$ cat config.mk
export PLATFORM = sky130hd
export DESIGN_NAME = aes_round_ctrl
export DESIGN_NICKNAME = d
export VERILOG_FILES = /design/src/rtl/aes_pkg.sv /design/src/rtl/aes_round_ctrl.sv
export SDC_FILE = /design/constraint.sdc
export NUM_CORES = 1
export LEC_CHECK = 0
export BUFFER_PORTS_ARGS = -buffer_cell sky130_fd_sc_hd__buf_2
export CELL_PAD_IN_SITES_DETAIL_PLACEMENT = 1
export CELL_PAD_IN_SITES_GLOBAL_PLACEMENT = 1
export CORE_MARGIN = 1.5
export CORE_UTILIZATION = 25
export DETAILED_ROUTE_END_ITERATION = 10
export PLACE_DENSITY_LB_ADDON = 0.1
export RECOVER_POWER = 100
export SYNTH_ARGS = -nofsm -noshare
export SYNTH_HDL_FRONTEND = slang
export SYNTH_SLANG_ARGS = --single-unit
$ cat constraint.sdc
create_clock -name clk -period 4.1 [get_ports clk]
set_clock_uncertainty 0.1 [all_clocks]
set_input_delay 0.205 -clock clk [delete_from_list [all_inputs] [get_ports clk]]
set_output_delay 0.205 -clock clk [all_outputs]
set_load 0.01 [all_outputs]
$ cat src/rtl/aes_pkg.sv
// Shared types and constants for the AES-128 core control logic.
package aes_pkg;

    // Round sequencer states: idle, key/data load, cipher rounds, result held.
    typedef enum logic [1:0] {
        IDLE  = 2'd0,
        LOAD  = 2'd1,
        ROUND = 2'd2,
        DONE  = 2'd3
    } aes_rnd_state_t;

    // AES-128 performs ten rounds after the initial AddRoundKey.
    localparam int AES128_NROUNDS = 10;

endpackage

$ cat src/rtl/aes_round_ctrl.sv
// Round sequencer for the AES-128 core: drives key-schedule strobes, the
// round index and first/last markers, and holds done until acknowledged.
// Every output is decoded purely from the state and round registers, so no
// input ever reaches an output combinationally.
module aes_round_ctrl
    import aes_pkg::*;
#(
    parameter int NROUNDS = AES128_NROUNDS
) (
    input  logic       clk,
    input  logic       rst,
    input  logic       start_i,
    input  logic       abort_i,
    input  logic       ack_i,
    output logic       ready_o,
    output logic       busy_o,
    output logic       kld_o,
    output logic       knxt_o,
    output logic       dat_ld_o,
    output logic [3:0] rnd_o,
    output logic       first_rnd_o,
    output logic       last_rnd_o,
    output logic       done_o
);

    // Index of the final round; the counter never goes beyond this value.
    localparam logic [3:0] LP_LAST_RND = 4'(NROUNDS);

    aes_rnd_state_t r_state;
    logic [3:0]     r_rnd;

    // State and round-counter update; abort overrides every other transition.
    always_ff @(posedge clk or posedge rst) begin
        if (rst) begin
            r_state <= IDLE;
            r_rnd   <= 4'd0;
        end else if (abort_i) begin
            r_state <= IDLE;
            r_rnd   <= 4'd0;
        end else begin
            case (r_state)
                IDLE: begin
                    if (start_i) begin
                        r_state <= LOAD;
                        r_rnd   <= 4'd0;
                    end
                end
                LOAD: begin
                    r_state <= ROUND;
                    r_rnd   <= 4'd1;
                end
                ROUND: begin
                    if (r_rnd == LP_LAST_RND) begin
                        // Hold the index at the final round while done is shown.
                        r_state <= DONE;
                    end else begin
                        r_rnd <= r_rnd + 4'd1;
                    end
                end
                DONE: begin
                    // A start seen here is dropped, even alongside ack.
                    if (ack_i) begin
                        r_state <= IDLE;
                        r_rnd   <= 4'd0;
                    end
                end
                default: begin
                    r_state <= IDLE;
                    r_rnd   <= 4'd0;
                end
            endcase
        end
    end

    // Output decode from registered state only.
    always_comb begin
        ready_o     = (r_state == IDLE);
        busy_o      = (r_state == LOAD) || (r_state == ROUND);
        kld_o       = (r_state == LOAD);
        dat_ld_o    = (r_state == LOAD);
        knxt_o      = (r_state == ROUND);
        rnd_o       = r_rnd;
        first_rnd_o = (r_state == ROUND) && (r_rnd == 4'd1);
        last_rnd_o  = (r_state == ROUND) && (r_rnd == LP_LAST_RND);
        done_o      = (r_state == DONE);
    end

endmodule

==> metrics.md <==
| Metric | Value |
|---|---|
| Area Growth Syn to Fin | 24.0% |
| FF-to-FF Start | r_state[0] |
| # port buffers | 16 |
| Clock Sinks | 6 |
| Die W | 47.7 µm |
| Min-delay src | abort_i |
| EDFF count, synth | 0 |
| Hold_ws | 0.222 ns |
| Ys Warns | 0 |
| Max-slew headroom | 65.2% |
| CTS max path bufs | 2 |
| WHS Endpoint | r_state[0] |
| R2r setup slk | 2.17 ns |
| Gate Count Post-Synth | 56 |
| Seq/Total Area, Yosys | 30.0% |
| Syn_area_per_cell | 8.94 µm² |
| Clock Latency Late Sink | 0.24 ns |
| # IOs | 17 |
| CP top delay family | compound AO/OA/AOI/OAI gates |
| Worst hold path class | in -> reg |
| Mapped Area | 500 µm² |
| Die Height | 47.7 µm |
| Cell with the most instances after synthesis | ha_1 |
| DR iter-0 viols | 1 |
| Worst reg2reg path endpoint | rnd_o[3] |
| Vias in the first global route | 445 |
| Critical-path cell list | inv_1 > ha_1 > nand2b_1 > a21oi_1 > o21ai_0 > a32o_1 |
| Wire per inst | 11.9 µm |
| Synth cell count leaders | ha_1 (8), dfrtp_1 (6), inv_1 (6), o21ai_0 (6), nand2_1 (5) |
| Post-synth top area share | 30.0% |
| Initial Utilization | 26.0% |
| WL final | 1210 µm |
| Setup_tns | 0 ns |
| Final setup viols | 0 |
| Synth area leader | dfrtp_1 |
| Largest stage delay, worst path | 0.45 ns |
| Final Hold Viols | 0 |
| Die Area | 0.00228 mm² |
| Core area | 0.00192 mm² |
| H-tree levels | 1 |
| Setup Buffers After CTS | 0 |
| Vias | 460 |
| DRC viols | 0 |
| Post-synth ARST share | 100% |
| Slack of the critical path | 2.17 ns |
| Largest net degree at the start of global routing | 10 |
| Final #Nets | 90 |
| Critical Path Source Type | flip-flop |
| P_leak | 0.300 nW |
| Clk slew on worst S/H paths | 0.04 ns |
| Dpl hpwl | 977 µm |
| Max-cap violation count | 0 |
| Routed vias/inst | 4.51 |
| First-pass GRT wire length | 1990 µm |
| Main flop type after synthesis | dfrtp_1 |
| Setup Crit Path Kind | reg -> reg |
| Initial DRT Pass Iterations | 2 |
| Ant. Diodes | 0 |
| Worst path buffer plus inverter count | 1 |
| Count of pins over their slew limit | 0 |
| Root cell of the clock tree | clkbuf_4 |
| F_max | 518 MHz |
| RSZ-0062 raised after global routing | no |
| Max FO, Critical Path | 9 |
| Synthesized Nets | 69 |
| Critical path required time | 4.13 ns |
| Worst path slowest cell | a21oi_1 |
| Total gr overflow | 0 |
| Max VDD drop | 0.000229 V |
| Pre-CTS WS | 2.34 ns |
| Synth top area cells | dfrtp_1 (30%), ha_1 (20%), o21ai_0 (6.0%) |
| R2r worst-path depth | 6 |
| CTS tree | built |
| Synth Register Bits | 6 |
| Min cycle time layout | 1.93 ns |
| GRT Overall Usage | 12.9% |
| Rows | 16 |
| CP Capture Type | flip-flop |
| WP data arrival | 1.96 ns |
| Final period utilization | 47.1% |
| Status | completed |
| Share of layout cells above drive strength 1 | 14.7% |
| Antenna violations before repair | 0 |
| Number of routed nets with antenna violations | 0 |
| Synth cell types | 25 |
| Post-CTS Resized | 0 |
| Post-CTS Hold Buffers | 1 |
| GPL Wtd Cong | 0.664 |
| Hold depth | 2 |
| CTS Buf Count | 3 |
| Worst-Margin Slew | 0.522 ns |
| Power per cell area | 428 mW/mm² |
| Crit path launch | r_state[0] |
-- where the power goes --
part           switching, mW  internal, mW
clock network         0.0208        0.0331
logic                 0.0769        0.0465
registers             0.0184        0.0699
total                  0.116         0.149
-- per-layer routing --
layer / part of all wire (%) / routed length, µm / global-route usage (%) / vias to the layer above
met3: 4.5 / 55 / 5.66 / 0
met1: 47 / 567 / 15.6 / 218
met5: 0 / 0 / 0 / -
met4: 0 / 0 / 0 / 0
li1: - / - / - / 229
met2: 48 / 586 / 22.7 / 13
-- metrics by stage --
step / power (mW) / instances / utilization (%) / instance area, µm²
floorplan: 0.181 / 56 / - / 500
global placement: 0.226 / 98 / 31.6 / 607
detailed placement: 0.224 / 98 / 31.6 / 607
CTS: 0.283 / 102 / 33.3 / 639
global route: 0.295 / 102 / 32.3 / 621
finish: 0.266 / 102 / 32.3 / 621
-- cell usage in the layout (no fill, tap or decap) --
cell,n
nor2_1,4
nand2_2,1
nor3_1,1
a32o_1,1
dlygate4sd3_1,1
o21ai_0,7
nand3b_4,1
nand3_1,1
buf_2,4
inv_1,6
o31ai_2,1
nor2b_1,1
clkbuf_1,12
nor3b_1,1
o311ai_0,1
a21oi_1,2
clkbuf_4,3
or4b_1,1
a22o_1,1
nand2b_1,3
a31oi_1,1
nand2_1,5
or2_2,1
dfrtp_1,6
ha_1,8
or2_0,1
-- worst max-delay path by stage --
| stage | to | slack (ns) | cells after the start |
|---|---|---|---|
| finish | rnd_o[3] | 2.17 | 6 |
| CTS | r_state[0] | 2.33 | 6 |
| global route | rnd_o[3] | 1.96 | 6 |
| global placement | r_state[0] | 2.36 | 6 |
| floorplan | r_state[0] | 2.44 | 6 |
| detailed placement | r_state[0] | 2.34 | 6 |
-- state kept, by name, indices dropped and copies added, names as in the netlist --
signal,flops
r_state,2
rnd_o,4
-- cell families after synthesis --
family | count (synthesis) | share of synthesized area [%]
compound gates | 14 | 19.0
fa+ha+maj | 8 | 20.0
flops | 6 | 30.0
buf+inv | 7 | 6.00
simple gates | 21 | 25.0
-- final cells by class --
cell class | count | area (µm²)
well taps | 27 | 33.8
inverters | 6 | 22.5
repair buffers | 17 | 75.1
multi-input cells | 43 | 317
clock buffers | 3 | 22.5
fillers | 263 | 1300
flip-flops and latches | 6 | 150
Power figures use the tool's default switching activity.
